[src/rtl/mem_access_unit.sv]
// MEM-stage load/store controller: drives a req/ack data-memory port, stalls the
// front of the pipeline while an access is outstanding, and registers the MEM/WB bundle.
module mem_access_unit #(
  parameter int unsigned TIMEOUT = 255
) (
  input  logic        clk,
  input  logic        rst,
  input  logic        have_inst,
  input  logic [1:0]  dram_sel,
  input  logic [1:0]  addr_mode,
  input  logic        sext2_sel,
  input  logic [31:0] alu_c,
  input  logic [31:0] rf_rD2,
  input  logic        wb_ena,
  input  logic [4:0]  wb_reg,
  input  logic [31:0] wb_value,
  output logic        mem_req,
  output logic        mem_we,
  output logic [31:0] mem_addr,
  output logic [3:0]  mem_wstrb,
  output logic [31:0] mem_wdata,
  input  logic        mem_ack,
  input  logic [31:0] mem_rdata,
  output logic        stall,
  output logic        valid_o,
  output logic        wb_ena_o,
  output logic [4:0]  wb_reg_o,
  output logic [31:0] wb_value_o,
  output logic        err_o
);

  localparam logic [0:0] IDLE = 1'b0;
  localparam logic [0:0] BUSY = 1'b1;
  localparam logic [7:0] TMO_LAST = 8'(TIMEOUT - 1);

  logic [0:0]  state_reg, state_next;
  logic [7:0]  cnt_reg, cnt_next;
  logic        valid_reg, valid_next;
  logic        wb_ena_reg, wb_ena_next;
  logic [4:0]  wb_reg_reg, wb_reg_next;
  logic [31:0] wb_value_reg, wb_value_next;
  logic        err_reg, err_next;

  logic        is_load, is_store, mem_op, misaligned, busy, tmo_hit;
  logic [3:0]  wstrb_calc;
  logic [31:0] wdata_calc, load_data;
  logic [7:0]  byte_sel;
  logic [15:0] half_sel;

  assign is_load  = have_inst & (dram_sel == 2'b01);
  assign is_store = have_inst & (dram_sel == 2'b10);
  assign mem_op   = is_load | is_store;
  assign busy     = (state_reg == BUSY);
  // The last permitted BUSY cycle is the one where the counter sits at TIMEOUT-1.
  assign tmo_hit  = busy & (cnt_reg == TMO_LAST);

  always_comb begin
    case (addr_mode)
      2'b01:   misaligned = alu_c[0];
      2'b10:   misaligned = 1'b0;
      default: misaligned = |alu_c[1:0];
    endcase
  end

  always_comb begin
    wstrb_calc = 4'b1111;
    wdata_calc = rf_rD2;
    case (addr_mode)
      2'b10: begin
        wstrb_calc = 4'b0001 << alu_c[1:0];
        wdata_calc = {4{rf_rD2[7:0]}};
      end
      2'b01: begin
        wstrb_calc = alu_c[1] ? 4'b1100 : 4'b0011;
        wdata_calc = {2{rf_rD2[15:0]}};
      end
      default: ;
    endcase
  end

  assign byte_sel = 8'(mem_rdata >> {alu_c[1:0], 3'b000});
  assign half_sel = alu_c[1] ? mem_rdata[31:16] : mem_rdata[15:0];

  always_comb begin
    case (addr_mode)
      2'b10:   load_data = {{24{sext2_sel & byte_sel[7]}}, byte_sel};
      2'b01:   load_data = {{16{sext2_sel & half_sel[15]}}, half_sel};
      default: load_data = mem_rdata;
    endcase
  end

  assign mem_req   = busy;
  assign mem_we    = busy & is_store;
  assign mem_addr  = busy ? {alu_c[31:2], 2'b00} : 32'h0;
  assign mem_wstrb = (busy & is_store) ? wstrb_calc : 4'b0000;
  assign mem_wdata = (busy & is_store) ? wdata_calc : 32'h0;
  // An ack in the timeout cycle completes the access, so ack is tested first.
  assign stall     = busy ? (~mem_ack & ~tmo_hit) : (mem_op & ~misaligned);

  always_comb begin
    state_next    = state_reg;
    cnt_next      = cnt_reg;
    valid_next    = 1'b0;
    wb_ena_next   = 1'b0;
    wb_reg_next   = wb_reg;
    wb_value_next = wb_value;
    err_next      = 1'b0;
    if (!busy) begin
      if (mem_op && !misaligned) begin
        state_next = BUSY;
        cnt_next   = 8'd0;
      end else if (mem_op) begin
        valid_next = 1'b1;
        err_next   = 1'b1;
      end else if (have_inst) begin
        valid_next  = 1'b1;
        wb_ena_next = wb_ena;
      end
    end else if (mem_ack) begin
      state_next  = IDLE;
      valid_next  = 1'b1;
      wb_ena_next = wb_ena;
      if (is_load) wb_value_next = load_data;
    end else if (tmo_hit) begin
      state_next = IDLE;
      valid_next = 1'b1;
      err_next   = 1'b1;
    end else begin
      cnt_next = cnt_reg + 8'd1;
    end
  end

  always_ff @(posedge clk or negedge rst) begin
    if (!rst) begin
      state_reg    <= IDLE;
      cnt_reg      <= 8'd0;
      valid_reg    <= 1'b0;
      wb_ena_reg   <= 1'b0;
      wb_reg_reg   <= 5'd0;
      wb_value_reg <= 32'h0;
      err_reg      <= 1'b0;
    end else begin
      state_reg    <= state_next;
      cnt_reg      <= cnt_next;
      valid_reg    <= valid_next;
      wb_ena_reg   <= wb_ena_next;
      wb_reg_reg   <= wb_reg_next;
      wb_value_reg <= wb_value_next;
      err_reg      <= err_next;
    end
  end

  assign valid_o    = valid_reg;
  assign wb_ena_o   = wb_ena_reg;
  assign wb_reg_o   = wb_reg_reg;
  assign wb_value_o = wb_value_reg;
  assign err_o      = err_reg;

endmodule

[config.mk]
export PLATFORM = sky130hd
export DESIGN_NAME = mem_access_unit
export DESIGN_NICKNAME = d
export VERILOG_FILES = /design/src/rtl/mem_access_unit.sv
export SDC_FILE = /design/constraint.sdc
export NUM_CORES = 1
export LEC_CHECK = 0
export BUFFER_PORTS_ARGS = -buffer_cell sky130_fd_sc_hd__buf_2
export CAP_MARGIN = 40
export CELL_PAD_IN_SITES_DETAIL_PLACEMENT = 2
export CELL_PAD_IN_SITES_GLOBAL_PLACEMENT = 2
export CORE_ASPECT_RATIO = 1.2
export CORE_MARGIN = 10
export CORE_UTILIZATION = 20
export CTS_CLUSTER_DIAMETER = 60
export DETAILED_ROUTE_END_ITERATION = 7
export PLACE_DENSITY = 0.91
export SETUP_SLACK_MARGIN = 0.2
export SLEW_MARGIN = 10
export SYNTH_ARGS = -nofsm -noshare
export SYNTH_HDL_FRONTEND = slang
export SYNTH_SLANG_ARGS = --single-unit
[constraint.sdc]
create_clock -name clk -period 2.6 [get_ports clk]
set_input_delay 0.52 -clock clk [delete_from_list [all_inputs] [get_ports clk]]
set_output_delay 0.52 -clock clk [all_outputs]
set_load 0.005 [all_outputs]
* Word-level counts from Yosys, hierarchy flattened
Index checks and enable logic that the tools add are counted.
** Cells by class
- Add/sub/neg operators :: 1
- Equality and inequality tests :: 7
- Shift operators :: 2
- Multiplexer cells :: 36
- Bitwise logic cells :: 12
- Reduce and logical (&&, ||, !) cells :: 5
** Operators with widths (number)
- $mux 32 :: 5
- $pmux 32 s2 :: 2
- $mux 8 :: 4
- $shr 32x5->8 :: 1
- $mux 1 :: 20
- $mux 16 :: 1
- $add 8x1->8 const B :: 1
- $and 1x1->1 :: 8
- $eq 8x8->1 const B :: 1
- $mux 4 :: 2
- $pmux 4 s2 :: 1
- $eq 2x1->1 const B :: 2
- $eq 2x2->1 const B :: 2
- $ne 2x2->1 const B :: 2
- $shl 1x2->4 const A :: 1
- $not 1->1 :: 3
- $reduce_and 3->1 :: 1
- $pmux 1 s2 :: 1
- $reduce_bool 2->1 :: 1
- $reduce_or 2->1 :: 1
- $logic_and 1x1->1 :: 1
- $logic_not 1->1 :: 1
- $or 1x1->1 :: 1
** Word-level totals
- Register bits :: 49
- Input port bits :: 143
- Output and inout bits :: 111
- Word-level logic and storage cells :: 70

* Longest topological paths before layout
Gate-level depths: netlist (run 1).
- Depth in word-level cells :: 6
- Gate-level depth with buffers :: 7

* Least setup slack after synthesis (run 1)
Ideal clock, no wire load.
- Kind :: in2out
- Start :: input port addr_mode[0]
- End :: output port mem_wdata[17]
- Arrival time :: 1781 ps
- Required time :: 2080 ps
- Setup slack :: 299 ps
- Cell stages on the path :: 7
- Buffers on the path :: 3
- Cell sequence :: inv_1 > ha_1 > buf_2 > buf_1 > clkbuf_1 > a22oi_1 > nor2_1
** On the way
- Word-level cells in the longest chain between the ends :: 3
- Elaborated cells between the ends (all ways) :: 4
** RTL lines
- start: declaration :: line 10 : input logic [1:0] addr_mode,
- $eq 2x1->1 / $eq 2x2->1 (equally long branches) :: line 68 : case (addr_mode)
- $pmux 32 s2 (*) :: line 68
- $mux 32 (*) :: line 96 : assign mem_wdata = (busy & is_store) ? wdata_calc : 32'h0;
- end: declaration :: line 21 : output logic [31:0] mem_wdata,
Mark *: on every way between the ends. The rest lies on a longest branch, timed or not.

* Worst setup path in the final report (run 1)
- Start :: input port addr_mode[0]
- End :: output port mem_wdata[30]
Same word-level chain as after synthesis.

==> metrics, run 1 <==
synthesized flop and latch total 49; Max Cap Violations 0; clk_lat worst skew 290 ps; syn_area_per_cell 7.91 sq um; Synth cell types 46; cts bufs inserted 5; DIE HEIGHT 160 um; Layout fillers 1924; Post-Place Cells 862; drc violations 0; LEAKAGE 2.70 nW; Tcrit/Tclk final 91.9%; Clk pwr share 33.9%; # rows 50; vias per cell 4.68; antenna violations before repair 3; worst hold path type primary input to asynchronous set/reset pin; PD cells 447 nW/um^2; chip width 136 um; status completed; Clock Skew 4.46 ps; Area growth syn-to-layout 55.1%; Slew HR 49.2%; fin cells 877; Final #Nets 813; fraction of registers with async set/reset 100%; # setup viols final 0; Int Pwr 1.56 mW; top_reg_cell synth dfrtp_1; Sequential Power Share 37.6%; vias in the first global route 4729; P_sw 690 uW; Detailed Place HPWL 15.1 mm; Routability Congestion 0.810; CTS root buf clkbuf_16; PortBufs 251; Yosys top cell area share 37.8%; clock tree buffer depth 2; EDFF count, synth 0; cell taking the most area after synthesis dfrtp_1; most numerous cell in the Yosys netlist nand2_1; Synth warnings 0; post-synthesis cell count 410; cell area after synthesis 3240 sq um; final hold violation count 0; largest net degree at the start of global routing 33; Setup crit end kind primary output; cts-stage hold buffer count 0; Top-Level Pins 254; Core ar. 15800 sq um; Worst EP arrival 1870 ps; fin crit period 2390 ps; top cells by area, synth dfrtp_1 38%, and2_1 7.9%, nand2_1 6.9%, a21oi_1 5.7%, nor2_1 5.1%; Avg WL per Cell 20.9 um; final antenna-violating net count 0; startpoint types primary input; DR vias 4101; DIE AREA 21700 sq um; post-synthesis sequential area ratio 37.8%; Peak Freq 419 MHz; combinational share of power 28.4%; Setup TNS 0 ps; final core utilization 31.9%; Starting DRT DRC Count 222; max-slew violation count 0; Slew @ Worst Pin 763 ps; GRT Resource Usage Total 16.0%; share of layout cells above drive strength 1 45.3%; Peak VDD IR 0.000208 V; max reg flops 32; Reg clk slew, reported paths 70 ps; final wirelength 18.3 mm; CTS tree yes; worst endpoint required time 2080 ps; first-pass GRT wire length 27.7 mm; CTS Sinks 49; WS Path Type primary input to primary output; crit-path max FO 30; Initial Util 20.6%; CTS H-tree depth 2; DRT Pass-1 Iters 4; switching part of the total 30.7%; GRT overflow 0; RSZ-0062 raised after global routing yes; top cell types by occurrence after synthesis 60 x nand2_1, 49 x dfrtp_1, 44 x nor2_1
[cells in the final DEF (no fill, tap or decap), types with 2 or more instances in the layout]
cell type     n
buf_6         2
and3_1        3
nor2_1       43
nand3_1       7
inv_1        25
ha_1          3
nand4_1       3
dfrtp_1      49
mux2_2        2
conb_1        2
and4_1        2
a21o_1       15
clkbuf_16     5
a221o_1       8
o211ai_1     14
buf_2       251
a31oi_1      15
a31o_2        2
diode_2       2
a22oi_1      15
clkinvlp_4    2
nor2b_1       2
or4_1         5
buf_4        28
a21oi_1      37
nand2_1      60
and2_1       41
[critical path: stages]
cell,delay (ps)
buf_2,90
inv_1,40
ha_2,380
buf_6,260
a221o_1,170
nand2_1,90
a21oi_1,160
buf_2,140
[layout make-up]
type	count	area (sq um)	share of cell area, %
Tap cell	208	260	5.17
Clock inverter	3	46.3	0.920
Antenna cell	2	5.00	0.0995
Clock buffer	5	125	2.49
Multi-Input combinational cell	302	1770	35.3
Inverter	26	101	2.01
Sequential cell	49	1230	24.4
Timing Repair Buffer	281	1490	29.6
Timing Repair inverter	1	5.00	0.0995
[worst paths after layout]
kind / from / end / slack (ps) / cells past startpoint
worst min-delay path: rst / wb_value_o[26]$_DFF_PN0_ / 290 / 1
max in group asynchronous: rst / wb_value_o[10]$_DFF_PN0_ / 1640 / 2
worst max-delay path: addr_mode[0] / mem_wdata[30] / 210 / 8
min in group clk: wb_reg[3] / wb_reg_o[3]$_DFF_PN0_ / 330 / 1
worst min register to register: cnt_reg[4]$_DFFE_PN0P_ / cnt_reg[4]$_DFFE_PN0P_ / 580 / 2
worst max register to register: mem_req$_DFF_PN0_ / wb_value_o[4]$_DFF_PN0_ / 600 / 5
[power by group through the flow]
stage | Sequential (mW) | Combinational, mW | Clock (mW)
3_3_place_gp | 0.859 | 0.612 | 0
2_1_floorplan | 0.860 | 0.282 | 0
5_1_grt | 0.855 | 0.718 | 0.815
3_5_place_dp | 0.862 | 0.641 | 0
4_1_cts | 0.847 | 0.650 | 0.780
6_report | 0.847 | 0.639 | 0.763
[metal layers]
| metal | vias to the layer above | track usage (%) | part of all wire [%] |
|---|---|---|---|
| met3 | 15 | 3.81 | 6.6 |
| met4 | 2 | 3.98 | 1.3 |
| met2 | 149 | 30.3 | 54 |
| li1 | 1923 | - | - |
| met1 | 2012 | 17.0 | 38 |
| met5 | - | 0 | 0.098 |
[stage by stage]
stage | setup slack, ps | hold WS [ps] | power (mW) | area (sq um)
detailed placement | 58.1 | 555 | 1.50 | 4800
floorplan | 299 | 224 | 1.14 | 3250
global placement | 182 | 525 | 1.47 | 4800
finish | 211 | 288 | 2.25 | 5030
global route | 115 | 320 | 2.39 | 5030
CTS | 197 | 319 | 2.28 | 5010
[kinds of logic after synthesis]
| family | after synthesis | share of synthesized area, % |
|---|---|---|
| buffers and inverters | 60 | 8.06 |
| multiplexers | 4 | 1.70 |
| other | 1 | 0.116 |
| flip-flops | 49 | 37.8 |
| AND/OR/NAND/NOR | 173 | 25.5 |
| AO/OA/AOI/OAI | 118 | 25.0 |
| adder cells (fa/ha/maj) | 4 | 1.54 |
| XOR/XNOR | 1 | 0.270 |
[timing repair]
item	4_1_cts	5_1_grt
setup buffers	3	1
cloned	0	1
resized for setup	3	2
pin swaps	0	1
endpoints found under the hold margin	0	0
endpoints found under the setup margin	24	23
No activity file was read; power rests on OpenSTA's default activity.
==> run 2: changes to the inputs <==
==> constraint.sdc (replaced) <==
create_clock -name clk -period 2.4 [get_ports clk]
set_input_delay 0.48 -clock clk [delete_from_list [all_inputs] [get_ports clk]]
set_output_delay 0.48 -clock clk [all_outputs]
set_load 0.005 [all_outputs]
==> run 2 against run 1 <==
Die area is the same. Register-to-register slack is essentially flat. Hold slack lost 110 ps. Combinational power grew 19%. Count of clock-buffer cells in the layout is the same. Largest cell class unchanged.
==> metrics, run 2 (synthesized netlist as in run 1, its figures left out) <==
Final #Nets 818; final wirelength 18.4 mm; fin worst setup slack 229 ps; CTS root buf clkbuf_16; Post-Place Cells 861; Reg-to-Reg Start cnt_reg[0]$_DFFE_PN0P_; WS Path Type flip-flop to primary output; status completed; LEAKAGE 2.78 nW; DIE AREA 21700 sq um; Slew HR 63.0%; final hold violation count 0; GRT Resource Usage Total 16.1%; Starting DRT DRC Count 154; Peak Freq 461 MHz; cts bufs inserted 5; fin crit period 2170 ps; CTS H-tree depth 2; Detailed Place HPWL 14.9 mm; DIE HEIGHT 160 um; DR vias 4148; DRT Pass-1 Iters 4; Hold WS 173 ps; PD cells 501 nW/um^2; Slew @ Worst Pin 556 ps; Initial Util 20.6%; share of layout cells above drive strength 1 46.4%; Tcrit/Tclk final 90.4%; largest net degree at the start of global routing 49; Worst Setup SP cnt_reg[0]$_DFFE_PN0P_; CTS Sinks 49; Setup TNS 0 ps; pre-CTS setup slack -100 ps; reg-to-reg endpoint cnt_reg[2]$_DFFE_PN0P_; Routability Congestion 0.785; Avg WL per Cell 20.9 um; clock tree buffer depth 2; final antenna-violating net count 0; Core ar. 15800 sq um; n_diodes 0; most frequent cells in the layout 251 x buf_2, 60 x nand2_1, 48 x dfrtp_1, 43 x nor2_1, 41 x and2_1; CTS tree yes; GRT overflow 0; Reg2Reg Depth 7; final core utilization 33.0%; # rows 50; cts-stage hold buffer count 0; startpoint types flip-flop; Max Cap Violations 0; clk_lat worst skew 300 ps; Worst EP arrival 1690 ps; # setup viols final 0; antenna violations before repair 0; drc violations 0; max-slew violation count 0; Area growth syn-to-layout 60.2%; DP Area 4830 sq um; first-pass GRT wire length 27.7 mm; Clock Skew 8.25 ps; vias in the first global route 4717; Reg clk slew, reported paths 70 ps; worst endpoint required time 1920 ps; chip width 136 um; fin cells 880; RSZ-0062 raised after global routing yes; commonest non-fill, non-tap cell in the layout buf_2; Peak VDD IR 0.000331 V; vias per cell 4.71; crit-path max FO 4; PortBufs 251; Setup crit end kind primary output; worst hold path type primary input to asynchronous set/reset pin; fin area 5200 sq um; FF-to-FF setup slack 600 ps; max reg flops 32; Power, Total 2.61 mW; Top-Level Pins 254
[run 2: routing by layer]
metal	wire, um	track usage (%)	part of all wire, %	vias to the layer above
met5	0	0	0	-
met4	244	3.78	1.3	0
met3	1230	3.50	6.7	11
met2	9880	30.5	54	162
met1	7010	17.2	38	2044
li1	-	-	-	1931
[run 2: report_power, final]
part	switching (mW)	internal [mW]
Sequential	0.0314	0.884
Combinational	0.397	0.363
Clock	0.329	0.601
[run 2: timing repair]
action | in CTS | in global routing
pin swaps | 1 | 4
cloned | 1 | 0
setup buffers | 3 | 7
setup endpoints to repair | 36 | 15
resized for setup | 7 | 7
[run 2: worst max-delay path by stage]
stage,to,depth (start not counted)
finish,stall,6
global route,stall,6
CTS,stall,6
detailed placement,mem_wdata[21],8
global placement,mem_wdata[16],7
floorplan,stall,6
[run 2: cell type report]
type,instances,area [sq um]
Inverter,26,97.6
Timing Repair Buffer,287,1600
Multi-Input combinational cell,302,1820
Sequential cell,49,1230
Clock inverter,3,68.8
Tap cell,208,260
Fill cell,1897,10600
Clock buffer,5,125
[run 2: worst max-delay path, cell delays in order (launching register included)]
cell	delay, ps
dfrtp_1	380
inv_1	80
ha_1	220
and3_2	250
nand3_4	120
a21boi_4	210
buf_2	140
==> run 3: changes to the inputs <==
--- a/config.mk
+++ b/config.mk
@@ -5,13 +5,14 @@
 export SDC_FILE = /design/constraint.sdc
 export NUM_CORES = 1
 export LEC_CHECK = 0
+export ABC_AREA = 1
 export BUFFER_PORTS_ARGS = -buffer_cell sky130_fd_sc_hd__buf_2
 export CAP_MARGIN = 40
 export CELL_PAD_IN_SITES_DETAIL_PLACEMENT = 2
 export CELL_PAD_IN_SITES_GLOBAL_PLACEMENT = 2
 export CORE_ASPECT_RATIO = 1.2
 export CORE_MARGIN = 10
-export CORE_UTILIZATION = 20
+export CORE_UTILIZATION = 19
 export CTS_CLUSTER_DIAMETER = 60
 export DETAILED_ROUTE_END_ITERATION = 7
 export PLACE_DENSITY = 0.91
==> constraint.sdc (replaced) <==
create_clock -name clk -period 2.4 [get_ports clk]
set_input_delay 0.48 -clock clk [delete_from_list [all_inputs] [get_ports clk]]
set_output_delay 0.48 -clock clk [all_outputs]
set_load 0.1 [all_outputs]
==> run 3 against run 2 <==
Synthesized area increased by 2.9%. Via count increased by 9.2%. Sequential share of layout area decreased by 4.9 points. Synthesized cell count increased by 26%. Critical endpoint is now mem_wdata[15]. Largest power group is now combinational logic. Highest routed layer unchanged.
==> metrics, run 3 <==
status completed; DR vias 4531; top cell types by occurrence after synthesis 149 x nand2_1, 71 x nor2_1, 67 x inv_1; largest net degree at the start of global routing 50; cell area after synthesis 3340 sq um; clock tree buffer depth 2; FF-to-FF setup slack 620 ps; Final #Nets 925; crit-path leading delay family compound AO/OA/AOI/OAI gates; crit-path max FO 10; Worst Setup SP addr_mode[0]; Yosys top cell area share 36.7%; startpoint types primary input; antenna violations before repair 3; Peak VDD IR 0.000352 V; drc violations 0; EDFF count, synth 0; Max stage delay on crit path 300 ps; worst endpoint required time 1920 ps; Worst path slowest cell o22ai_1; final wirelength 20.8 mm; vias per cell 4.51; Top-Level Pins 254; LEAKAGE 3.04 nW; Slew @ Worst Pin 685 ps; DIE HEIGHT 165 um; Setup crit end kind primary output; cell taking the most area after synthesis dfrtp_1; GRT Resource Usage Total 16.8%; Max Cap Violations 0; Worst Path Buf+Inv 4; syn_area_per_cell 6.47 sq um; Reg2Reg Depth 6; Synth cell types 25; synthesized flop and latch total 49; CTS tree yes; clk_lat worst skew 290 ps; Initial Util 19.2%; DIE AREA 23300 sq um; reg-to-reg endpoint wb_value_o[29]$_DFF_PN0_; GRT overflow 0; post-synthesis sequential area ratio 36.7%; fraction of registers with async set/reset 100%; DRT Pass-1 Iters 4; Core ar. 17400 sq um; Starting DRT DRC Count 161; Worst EP arrival 1710 ps; Clock Skew 7.65 ps; end of the critical path mem_wdata[15]; WS Path Type primary input to primary output; Setup TNS 0 ps; Stages on worst setup path 8; Area growth syn-to-layout 97.2%; CTS H-tree depth 2; Reg clk slew, reported paths 80 ps; Routability Congestion 0.786; final antenna-violating net count 0; Reg-to-Reg Start mem_req$_DFF_PN0_; share of layout cells above drive strength 1 53.3%; PD cells 773 nW/um^2; PortBufs 251; Synth warnings 0; most numerous cell in the Yosys netlist nand2_1; max reg flops 32; worst hold path type primary input to flip-flop; RSZ-0062 raised after global routing yes; first-pass GRT wire length 31.0 mm; Peak Freq 456 MHz; Power, Total 5.09 mW; chip width 141 um; cts-stage hold buffer count 0; most frequent cells in the layout 211 x buf_2, 146 x nand2_1, 51 x nor2_1, 48 x dfrtp_1, 45 x a21oi_1; Detailed Place HPWL 17.0 mm; top_reg_cell synth dfrtp_1; Tcrit/Tclk final 91.3%; CTS root buf clkbuf_16; CTS Sinks 49; crit-path cells buf_4 -> inv_4 -> ha_4 -> inv_6 -> o22ai_1 -> o21ai_4 -> a21oi_4 -> buf_12; vias in the first global route 5246; commonest non-fill, non-tap cell in the layout buf_2; Avg WL per Cell 20.7 um; # rows 53; top cells by area, synth dfrtp_1 37%, nand2_1 17%, a21oi_1 9.4%, nor2_1 8.0%, inv_1 7.5%; # setup viols final 0; fin crit period 2190 ps; final hold violation count 0; cts bufs inserted 5; post-synthesis cell count 516; Slew HR 54.3%; max-slew violation count 0
-- run 3: cell types whose count changed after synthesis, moves of 21 or more --
cell,delta
nand2_1,+89
and2_1,-41
inv_1,+41
nor2_1,+27
a21oi_1,+26
nand3_1,+21
-- run 3: cell families after synthesis --
group / Yosys count / synth area share [%]
xor+xnor: 6 / 1.57
flops: 49 / 36.7
buf+inv: 100 / 12.3
fa+ha+maj: 4 / 1.50
other cells: 1 / 0.112
compound gates: 98 / 16.3
simple gates: 258 / 31.5
-- run 3: worst reg2reg max path: stages, from the launching register on --
cell	delay, ps
dfrtp_4	470
buf_12	210
nand2_2	110
nor2_4	220
inv_2	250
a21oi_1	320
a21oi_2	90
-- run 3: power breakdown --
group	switching, mW	internal [mW]	leakage [nW]	total [mW]
clock network	0.357	0.395	0.0680	0.752
registers	0.0665	0.923	0.589	0.990
logic	2.65	0.697	2.39	3.34
total	3.07	2.02	3.04	5.09
-- run 3: area by class of cell --
cell class	count	area (sq um)
inverter	76	428
multi-input combinational	368	2360
clock buffer	5	125
clock inverter	3	26.3
tap	220	275
sequential	49	1230
antenna	5	12.5
fill	1985	10800
timing repair buffer	278	2120
-- run 3: repair_timing --
| item | in CTS | in global routing |
|---|---|---|
| pin swaps | 3 | 9 |
| gates cloned | 0 | 1 |
| setup buffers | 3 | 5 |
| setup endpoints to repair | 23 | 36 |
| resized for setup | 17 | 17 |
-- run 3: worst min-delay path by stage --
stage,cells after the start,startpoint,slack (ps),endpoint
after global routing,1,wb_reg[2],270,wb_reg_o[2]$_DFF_PN0_
after global placement,2,cnt_reg[7]$_DFFE_PN0P_,470,cnt_reg[7]$_DFFE_PN0P_
after detailed placement,2,cnt_reg[7]$_DFFE_PN0P_,480,cnt_reg[7]$_DFFE_PN0P_
final,1,wb_reg[3],280,wb_reg_o[3]$_DFF_PN0_
after CTS,1,wb_reg[3],280,wb_reg_o[3]$_DFF_PN0_
after floorplan,0,rst,180,cnt_reg[0]$_DFFE_PN0P_
-- run 3: metrics by stage --
step / setup slack [ps] / utilization [%] / instances / instance area (sq um) / hold slack (ps)
4_1_cts: 158 / 37.0 / 993 / 6430 / 277
3_3_place_gp: 142 / 35.5 / 982 / 6170 / 466
6_report: 209 / 37.9 / 1004 / 6580 / 284
3_5_place_dp: 60.4 / 35.5 / 982 / 6170 / 482
5_1_grt: 152 / 37.8 / 1000 / 6570 / 270
2_1_floorplan: 46.6 / - / 517 / 4090 / 184
-- run 3: per-layer routing --
| layer | vias up | wire [um] | track usage [%] |
|---|---|---|---|
| li1 | 2128 | - | - |
| met1 | 2176 | 7270 | 16.8 |
| met2 | 207 | 11000 | 30.7 |
| met3 | 20 | 2190 | 7.81 |
| met4 | 0 | 306 | 3.99 |
| met5 | - | 0 | 0 |
